`config.mk`:
```
export PLATFORM = sky130hd
export DESIGN_NAME = stream_packet_framer
export DESIGN_NICKNAME = d
export VERILOG_FILES = /design/src/rtl/stream_packet_framer.sv
export SDC_FILE = /design/constraint.sdc
export NUM_CORES = 1
export LEC_CHECK = 0
export ABC_AREA = 1
export BUFFER_PORTS_ARGS = -buffer_cell sky130_fd_sc_hd__buf_2
export CAP_MARGIN = 20
export CORE_UTILIZATION = 50
export CTS_BUF_LIST = sky130_fd_sc_hd__clkbuf_16
export CTS_CLUSTER_DIAMETER = 200
export CTS_CLUSTER_SIZE = 28
export DETAILED_ROUTE_END_ITERATION = 10
export HOLD_SLACK_MARGIN = 0.05
export PLACE_DENSITY_LB_ADDON = 0.2
export SKIP_CTS_REPAIR_TIMING = 1
export SLEW_MARGIN = 25
export SYNTH_ARGS = -nofsm -noshare
export SYNTH_HDL_FRONTEND = slang
export SYNTH_SLANG_ARGS = --single-unit
```
`constraint.sdc`:
```
create_clock -name clk -period 2.5 [get_ports clk]
set_input_delay 0.25 -clock clk [delete_from_list [all_inputs] [get_ports clk]]
set_output_delay 0.25 -clock clk [all_outputs]
set_load 0.02 [all_outputs]
```
`src/rtl/stream_packet_framer.sv`:
```
`timescale 1ns/1ps
`default_nettype none
// ============================================================================
//  Module      : stream_packet_framer
//  Description : Fixed-length packet framer for a wide AXI-Stream. Incoming
//                beats are cut into packets of cfg_pkt_len_i beats, with
//                TLAST driven on the final beat of each packet. An early
//                upstream TLAST either closes the packet short or, when
//                PadEnable = 1, is followed by zero-filled pad beats up to
//                the full length. The output is a 2-entry skid buffer, so
//                TREADY and all master outputs come from flops.
//  Revision    : 1.0 - initial release
// ----------------------------------------------------------------------------
//  Ports
//    clk              sole clock, rising edge
//    reset            synchronous, active-high reset
//    cfg_pkt_len_i    beats per packet (0 behaves as 1), sampled on the
//                     first beat of each packet
//    s_axis_*         slave stream (tdata/tkeep/tlast/tvalid in, tready out)
//    m_axis_*         master stream (tdata/tkeep/tlast/tvalid out, tready in)
//    pkt_count_o      packets completed downstream (tlast handshakes), wraps
//    pad_beats_o      pad beats written into the output buffer, wraps
// ============================================================================
module stream_packet_framer #(
    parameter int StreamWidth = 64,
    parameter int LenWidth    = 16,
    parameter bit PadEnable   = 1'b1
) (
    input  logic                     clk,
    input  logic                     reset,
    input  logic [LenWidth-1:0]      cfg_pkt_len_i,
    input  logic [StreamWidth-1:0]   s_axis_tdata_i,
    input  logic [StreamWidth/8-1:0] s_axis_tkeep_i,
    input  logic                     s_axis_tlast_i,
    input  logic                     s_axis_tvalid_i,
    output logic                     s_axis_tready_o,
    output logic [StreamWidth-1:0]   m_axis_tdata_o,
    output logic [StreamWidth/8-1:0] m_axis_tkeep_o,
    output logic                     m_axis_tlast_o,
    output logic                     m_axis_tvalid_o,
    input  logic                     m_axis_tready_i,
    output logic [31:0]              pkt_count_o,
    output logic [31:0]              pad_beats_o
);

    localparam int                  KEEP_WIDTH = StreamWidth / 8;
    localparam logic [LenWidth-1:0] LEN_ONE    = LenWidth'(1);

    typedef enum logic [0:0] {
        ST_PASS = 1'b0,
        ST_PAD  = 1'b1
    } state_e;

    // ------------------------------------------------------------------
    // State
    // ------------------------------------------------------------------
    state_e                state_q,      state_d;
    logic [LenWidth-1:0]   beat_cnt_q,   beat_cnt_d;
    logic [LenWidth-1:0]   cur_len_q,    cur_len_d;
    logic [31:0]           pkt_count_q,  pkt_count_d;
    logic [31:0]           pad_beats_q,  pad_beats_d;

    // Main entry drives the master port directly; skid entry catches the
    // beat written while the main entry is stalled.
    logic                  main_valid_q, main_valid_d;
    logic [StreamWidth-1:0] main_data_q, main_data_d;
    logic [KEEP_WIDTH-1:0] main_keep_q,  main_keep_d;
    logic                  main_last_q,  main_last_d;
    logic                  skid_valid_q, skid_valid_d;
    logic [StreamWidth-1:0] skid_data_q, skid_data_d;
    logic [KEEP_WIDTH-1:0] skid_keep_q,  skid_keep_d;
    logic                  skid_last_q,  skid_last_d;

    // ------------------------------------------------------------------
    // Combinational helpers
    // ------------------------------------------------------------------
    logic                   in_accept;
    logic                   out_pop;
    logic [LenWidth-1:0]    len_eff;
    logic                   at_end;
    logic                   pad_end;
    logic                   wr_en;
    logic [StreamWidth-1:0] wr_data;
    logic [KEEP_WIDTH-1:0]  wr_keep;
    logic                   wr_last;

    // Ready depends only on flops, gated off while reset is held so no beat
    // is taken during reset.
    assign s_axis_tready_o = !reset && !skid_valid_q && (state_q == ST_PASS);
    assign in_accept       = s_axis_tvalid_i && s_axis_tready_o;
    assign out_pop         = main_valid_q && m_axis_tready_i;

    // On the first beat of a packet the length comes straight from the
    // config port (0 promoted to 1); afterwards the latched copy is used so
    // mid-packet config changes cannot disturb the current packet.
    always_comb begin
        if (beat_cnt_q == '0) begin
            len_eff = (cfg_pkt_len_i == '0) ? LEN_ONE : cfg_pkt_len_i;
        end else begin
            len_eff = cur_len_q;
        end
    end

    assign at_end  = (beat_cnt_q == (len_eff - LEN_ONE));
    assign pad_end = (beat_cnt_q == (cur_len_q - LEN_ONE));

    // ------------------------------------------------------------------
    // Framing FSM: next state, beat counter, buffer write request
    // ------------------------------------------------------------------
    always_comb begin
        state_d     = state_q;
        beat_cnt_d  = beat_cnt_q;
        cur_len_d   = cur_len_q;
        pad_beats_d = pad_beats_q;
        wr_en       = 1'b0;
        wr_data     = '0;
        wr_keep     = '0;
        wr_last     = 1'b0;

        case (state_q)
            ST_PASS: begin
                if (in_accept) begin
                    wr_en     = 1'b1;
                    wr_data   = s_axis_tdata_i;
                    wr_keep   = s_axis_tkeep_i;
                    cur_len_d = len_eff;
                    if (at_end) begin
                        // Full-length close wins over any input tlast, so
                        // a tlast on the last position never pads.
                        wr_last    = 1'b1;
                        beat_cnt_d = '0;
                    end else if (s_axis_tlast_i) begin
                        if (PadEnable) begin
                            wr_last    = 1'b0;
                            beat_cnt_d = beat_cnt_q + LEN_ONE;
                            state_d    = ST_PAD;
                        end else begin
                            wr_last    = 1'b1;
                            beat_cnt_d = '0;
                        end
                    end else begin
                        beat_cnt_d = beat_cnt_q + LEN_ONE;
                    end
                end
            end

            ST_PAD: begin
                // Skid empty means the buffer can take one more beat.
                if (!skid_valid_q) begin
                    wr_en       = 1'b1;
                    wr_last     = pad_end;
                    pad_beats_d = pad_beats_q + 32'd1;
                    if (pad_end) begin
                        beat_cnt_d = '0;
                        state_d    = ST_PASS;
                    end else begin
                        beat_cnt_d = beat_cnt_q + LEN_ONE;
                    end
                end
            end

            default: begin
                state_d = ST_PASS;
            end
        endcase
    end

    // ------------------------------------------------------------------
    // Output skid buffer and packet counter
    // ------------------------------------------------------------------
    always_comb begin
        main_valid_d = main_valid_q;
        main_data_d  = main_data_q;
        main_keep_d  = main_keep_q;
        main_last_d  = main_last_q;
        skid_valid_d = skid_valid_q;
        skid_data_d  = skid_data_q;
        skid_keep_d  = skid_keep_q;
        skid_last_d  = skid_last_q;
        pkt_count_d  = pkt_count_q;

        if (out_pop && main_last_q) begin
            pkt_count_d = pkt_count_q + 32'd1;
        end

        // A write is only ever requested while the skid entry is empty, so
        // the skid-full branch never has to deal with a new beat.
        if (skid_valid_q) begin
            if (out_pop) begin
                main_valid_d = 1'b1;
                main_data_d  = skid_data_q;
                main_keep_d  = skid_keep_q;
                main_last_d  = skid_last_q;
                skid_valid_d = 1'b0;
            end
        end else if (wr_en) begin
            if (!main_valid_q || out_pop) begin
                main_valid_d = 1'b1;
                main_data_d  = wr_data;
                main_keep_d  = wr_keep;
                main_last_d  = wr_last;
            end else begin
                skid_valid_d = 1'b1;
                skid_data_d  = wr_data;
                skid_keep_d  = wr_keep;
                skid_last_d  = wr_last;
            end
        end else if (out_pop) begin
            main_valid_d = 1'b0;
        end
    end

    // ------------------------------------------------------------------
    // Registers
    // ------------------------------------------------------------------
    always_ff @(posedge clk) begin
        if (reset) begin
            state_q      <= ST_PASS;
            beat_cnt_q   <= '0;
            cur_len_q    <= LEN_ONE;
            pkt_count_q  <= '0;
            pad_beats_q  <= '0;
            main_valid_q <= 1'b0;
            main_data_q  <= '0;
            main_keep_q  <= '0;
            main_last_q  <= 1'b0;
            skid_valid_q <= 1'b0;
            skid_data_q  <= '0;
            skid_keep_q  <= '0;
            skid_last_q  <= 1'b0;
        end else begin
            state_q      <= state_d;
            beat_cnt_q   <= beat_cnt_d;
            cur_len_q    <= cur_len_d;
            pkt_count_q  <= pkt_count_d;
            pad_beats_q  <= pad_beats_d;
            main_valid_q <= main_valid_d;
            main_data_q  <= main_data_d;
            main_keep_q  <= main_keep_d;
            main_last_q  <= main_last_d;
            skid_valid_q <= skid_valid_d;
            skid_data_q  <= skid_data_d;
            skid_keep_q  <= skid_keep_d;
            skid_last_q  <= skid_last_d;
        end
    end

    assign m_axis_tvalid_o = main_valid_q;
    assign m_axis_tdata_o  = main_data_q;
    assign m_axis_tkeep_o  = main_keep_q;
    assign m_axis_tlast_o  = main_last_q;
    assign pkt_count_o     = pkt_count_q;
    assign pad_beats_o     = pad_beats_q;

endmodule
`default_nettype wire
```
Yosys cells after proc, flatten, opt, wreduce, memory -nomap -nowiden
Cells that the tools add are included.
{"block": "word_totals", "reg_bits": 245, "in_bits": 93, "output_inout_bits": 139, "wordCells": 91}
{"block": "op_classes", "add_sub_neg": 5, "eq_ne": 6, "mux": 44, "n_bitwise": 3, "n_reduce_logical": 20}
{"op": "64-bit 2-to-1 mux", "n": 6}
{"op": "16-bit 2-to-1 mux", "n": 6}
{"op": "32-bit by 1-bit adder with 32-bit output (second input constant)", "n": 2}
{"op": "8-bit 2-to-1 mux", "n": 6}
{"op": "16-bit equality test", "n": 2}
{"op": "16-bit zero test", "n": 2}
{"op": "16-bit one-hot mux with 2 select lines", "n": 1}
{"op": "16-bit by 1-bit subtractor with 16-bit output (second input constant)", "n": 2}
{"op": "1-bit 2-to-1 mux", "n": 22}
{"op": "16-bit by 1-bit adder with 16-bit output (second input constant)", "n": 1}
{"op": "3-bit AND reduction", "n": 3}
{"op": "1-bit one-hot mux with 2 select lines", "n": 3}
{"op": "2-bit AND reduction", "n": 3}
{"op": "2-bit nonzero test", "n": 3}
{"op": "1-bit logical AND", "n": 5}
{"op": "2-bit != test (second input constant)", "n": 2}
{"op": "1-bit zero test", "n": 3}
{"op": "3-bit by 2-bit != test with 1-bit output (second input constant)", "n": 1}
{"op": "1-bit NOT", "n": 3}
{"op": "2-bit by 1-bit != test with 1-bit output (second input constant)", "n": 1}
{"op": "1-bit logical OR", "n": 1}

Longest topological paths before layout
{"block": "depth", "word_depth": 11, "mapped_depth": 23, "ltp_nobuf": 23}

Worst setup path after synthesis
No wires, ideal clock.
{"block": "synth_path", "path_type": "register to register", "startpoint": "register beat_cnt_q[0]", "endpoint": "register beat_cnt_q[4]", "setup_ns": 0.132, "arrival_time_ns": 2.603, "required_time_ns": 2.368, "path_slack_ns": -0.236, "path_stages_with_launch": 22, "n_path_buf": 2, "period_less_slack_ns": 2.736, "cell_sequence": "dfxtp_1 -> inv_1 -> ha_1 -> nand2_1 -> nor2_4 -> buf_4 -> nand3_1 -> nand2_1 -> inv_1 -> ha_1 -> nand3_1 -> nor2_2 -> nand2_1 -> nand2_1 -> nand2_1 -> nand2_1 -> nand2_1 -> nor3_2 -> nand4_4 -> buf_6 -> nand4_1 -> a21oi_1"}
{"block": "synth_via", "elab_chain_len": 7, "elab_cells_between_ends": 11}
{"item": "start: declaration", "line_no": "58", "text": "logic [LenWidth-1:0] beat_cnt_q, beat_cnt_d;"}
{"item": "start signal: assignment", "line_no": "233", "text": "beat_cnt_q <= beat_cnt_d;"}
{"item": "16-bit zero test", "line_no": "97", "text": "if (beat_cnt_q == '0) begin"}
{"item": "16-bit 2-to-1 mux", "line_no": "97"}
{"item": "16-bit by 1-bit subtractor with 16-bit output", "line_no": "104", "text": "assign at_end = (beat_cnt_q == (len_eff - LEN_ONE));"}
{"item": "16-bit equality test", "line_no": "104"}
{"item": "16-bit 2-to-1 mux", "line_no": "127", "text": "if (at_end) begin"}
{"item": "16-bit 2-to-1 mux", "line_no": "122", "text": "if (in_accept) begin"}
{"item": "16-bit one-hot mux with 2 select lines (*)", "line_no": "120", "text": "case (state_q)"}
Mark *: on every way between the ends. The rest lies on a longest branch, timed or not. The select of a mux whose other input is x is not followed.
A chain may end at the register's enable or synchronous reset.

Worst setup path in the final report
{"block": "layout_path", "startpoint": "register beat_cnt_q[0]", "endpoint": "register main_last_q, in the netlist m_axis_tlast_o"}
{"block": "layout_via", "elab_chain_len": 10, "elab_cells_between_ends": 11}
{"item": "16-bit zero test", "line_no": "97"}
{"item": "16-bit 2-to-1 mux", "line_no": "97"}
{"item": "16-bit by 1-bit subtractor with 16-bit output", "line_no": "104"}
{"item": "16-bit equality test", "line_no": "104"}
{"item": "1-bit 2-to-1 mux", "line_no": "127"}
{"item": "1-bit 2-to-1 mux", "line_no": "122"}
{"item": "1-bit one-hot mux with 2 select lines (*)", "line_no": "120"}
{"item": "1-bit 2-to-1 mux (*)", "line_no": "197", "text": "if (!main_valid_q || out_pop) begin"}
{"item": "1-bit 2-to-1 mux (*)", "line_no": "196", "text": "end else if (wr_en) begin"}
{"item": "1-bit 2-to-1 mux (*)", "line_no": "188", "text": "if (skid_valid_q) begin"}
{"item": "end signal: assignment", "line_no": "240", "text": "main_last_q <= main_last_d;"}
{"item": "end: declaration", "line_no": "68", "text": "logic main_last_q, main_last_d;"}
Marked as above.

==> results.toml <==
[drt]
met1_length_um = 14600
vias = 12200
top_layer = "met5"
ant_nets = 0
drtIter0Drc = 797
post_drt_via_cell_ratio = 5.36
drc_errors = 0
wl_met2_um = 15500
wl_per_cell_um = 14.6
dr.pass1.iters = 5
routed_wl_um = 33000
wl_met3_um = 2200

[final_layout]
antennaDiodeCount = 0
fin_nets = 2078
final_area_um2 = 15000
utilization = 0.663
area_growth_pct = 30.1
drive_above_1_share = 0.267
fill_cells = 1917

[synthesis]
synth_top_cells_by_area = "dfxtp_1 42%, nand2_1 12%, o21ai_0 6.9%, nor2_1 5.2%, a21oi_1 4.4%"
synthDistinctLibCells = 41
yosysMostFrequentCell = "nand2_1"
synth_cells = 1630
ys_warn_count = 0
syn_area_um2 = 11500
synth_top_area_share = 0.425
synth-async-reset-ratio = 0
synth_edf_count = 0
synth_common_cells = "373 x nand2_1, 245 x dfxtp_1, 161 x nor2_1, 160 x o21ai_0, 127 x inv_1"
synth.avg_cell_area_um2 = 7.08
synthFlopType = "dfxtp_1"
synth_nets = 1729
ys_ff_latch = 245
yosys.area.top_type = "dfxtp_1"
ys_seq_area_frac = 0.425

[sta]
tightest_slew_ns = 1.04
final.setup.worst_slack_ns = -0.338
fin_skew_ns = 0.0386
slew_viol_final = 0
whs_ns = 0.0341
min_period_over_period = 1.14
hold_viol_final = 0
period_minus_slack_ns = 2.84
fmax_mhz = 352
maxSlewHeadroom = 0.306
setup_viol = 19
rsz0062_at_grt = "true"

[worst_hold_path]
holdPathStages = 3
min_to = "skid_data_q[20]$_SDFFE_PP0P_"
min_from = "s_axis_tdata_i[20]"
worstHoldPathType = "primary input to flip-flop"

[power]
p_switching_w = 0.00254
ir_drop_mv = 0.672
switching_share = 0.303
p_clk_frac = 0.264
total_power_w = 0.00839
p_per_area_nw_per_um2 = 559
p_leak_nw = 6.36
p_seq_frac = 0.506
comb_power_share = 0.230
p_int_w = 0.00585

[clock_network]
cts_made_buffers = 12
cts_tree = "built"
root_buffer = "clkbuf_16"
cts_buffer_depth = 3
clkSinkCount = 245
htreeDepth = 1
clk_latency_ns = 0.50
clkTransAtPathRegs_ns = 0.14

[worst_setup_path]
crit_slowest_cell = "dfxtp_2"
cp_data_required_time_ns = 2.90
slowest_delay_ns = 0.35
worstPathArrival_ns = 3.24
reg2regPathDepth = 19
r2r_setup_slack_ns = -0.34
endpoint_kind = "flip-flop"
crit_chain = "inv_2 -> ha_4 -> nand2_2 -> nor2_4 -> buf_6 -> nand3_2 -> nand2_2 -> inv_2 -> ha_4 -> buf_4 -> xor2_1 -> xor2_1 -> nor2_1 -> nand2_1 -> nor2_4 -> nand4_1 -> nand3_1 -> nand2_1 -> a21oi_1"
crit_path_max_fanout = 4
r2r-start = "beat_cnt_q[0]$_SDFFE_PP0P_"
timing.rr.end = "m_axis_tlast_o$_SDFFE_PP0P_"
cp-start-kind = "flip-flop"
path_class = "flip-flop to flip-flop"

[global_routing]
antenna_found_initial = 1
grt_pass1_vias = 11100
grt_max_degree = 84
grt_pass1_wl_um = 52800
gr-total-overflow = 0
grt.total_usage = 0.266

[flow_run]
drv_cap = 0

[die]
die_h_um = 154
core_um2 = 22600
rows = 55
chipWidth_um = 154
pin_count = 232
dieArea_um2 = 23700
start_util = 0.510

[outcome]
violations = "negative setup slack"
status = "complete, but fails checks"

[placement]
dp_hpwl_um = 23000
gp_congestion = 0.919
place_area_um2 = 14000
place_ws_ns = -0.347
io_buffers = 231
==> area by class of cell <==
class | count | area (um2) | share of cell area
Inverter | 135 | 513 | 0.0342
Multi-Input combinational cell | 1167 | 6160 | 0.410
Sequential cell | 245 | 4920 | 0.327
Tap cell | 285 | 357 | 0.0238
Timing Repair Buffer | 418 | 2730 | 0.182
Clock inverter | 2 | 12.5 | 0.000833
Clock buffer | 13 | 325 | 0.0217
==> state kept, by name, indices dropped and copies added (netlist names) <==
register,count
m_axis_tdata_o,64
skid_data_q,64
pad_beats_o,32
pkt_count_o,32
beat_cnt_q,16
cur_len_q,16
m_axis_tkeep_o,8
skid_keep_q,8
m_axis_tlast_o,1
m_axis_tvalid_o,1
skid_last_q,1
skid_valid_q,1
state_q,1
==> critical path: cells and delay by family (launching register included) <==
family | cells | cell delay, ns
compound gates | 1 | 0.14
xor+xnor | 2 | 0.29
fa+ha+maj | 2 | 0.31
buf+inv | 4 | 0.38
flops | 1 | 0.35
simple gates | 10 | 1.27
==> layer usage <==
| metal | vias up | track usage |
|---|---|---|
| li1 | 6144 | - |
| met1 | 5597 | 0.355 |
| met2 | 357 | 0.444 |
| met3 | 50 | 0.0488 |
| met4 | 2 | 0.0657 |
| met5 | - | 0 |
==> metrics by stage <==
step | setup TNS [ns] | std cells
final | -5.27 | 2265
after global routing | -8.54 | 2265
after CTS | -6.33 | 2233
after detailed placement | -5.66 | 2218
after global placement | -5.48 | 2218
after floorplan | -0.312 | 1630
==> logic make-up after synthesis <==
| group | synth area share |
|---|---|
| flops | 0.425 |
| fa+ha+maj | 0.00650 |
| compound gates | 0.185 |
| xor+xnor | 0.0341 |
| buf+inv | 0.0750 |
| simple gates | 0.274 |
==> worst max-delay path by stage <==
| stage | from | endpoint |
|---|---|---|
| 6_report | beat_cnt_q[0]$_SDFFE_PP0P_ | m_axis_tlast_o$_SDFFE_PP0P_ |
| 5_1_grt | beat_cnt_q[0]$_SDFFE_PP0P_ | m_axis_tlast_o$_SDFFE_PP0P_ |
| 4_1_cts | beat_cnt_q[1]$_SDFFE_PP0P_ | beat_cnt_q[7]$_SDFFE_PP0P_ |
| 3_5_place_dp | beat_cnt_q[1]$_SDFFE_PP0P_ | beat_cnt_q[6]$_SDFFE_PP0P_ |
| 3_3_place_gp | beat_cnt_q[4]$_SDFFE_PP0P_ | beat_cnt_q[6]$_SDFFE_PP0P_ |
| 2_1_floorplan | beat_cnt_q[1]$_SDFFE_PP0P_ | beat_cnt_q[4]$_SDFFE_PP0P_ |
==> power by group through the flow <==
stage / Clock (W) / Sequential, W / Combinational, W
after floorplan: 0 / 0.00451 / 0.000877
after global placement: 0 / 0.00433 / 0.00179
after detailed placement: 0 / 0.00433 / 0.00181
after CTS: 0.00228 / 0.00425 / 0.00181
after global routing: 0.00239 / 0.00428 / 0.00211
final: 0.00221 / 0.00425 / 0.00193
==> cells in the final DEF, fill, tap and decap left out, drive strengths merged, types with 13 or more instances in the layout <==
master / count
a211oi: 31
a21oi: 102
a31oi: 76
buf: 398
clkbuf: 13
dfxtp: 245
dlygate4sd3: 20
inv: 133
nand2: 383
nand3: 77
nand4: 29
nor2: 177
nor3: 36
nor4: 15
o21ai: 161
xnor2: 13
xor2: 32
(Power assumes the default switching activity.)
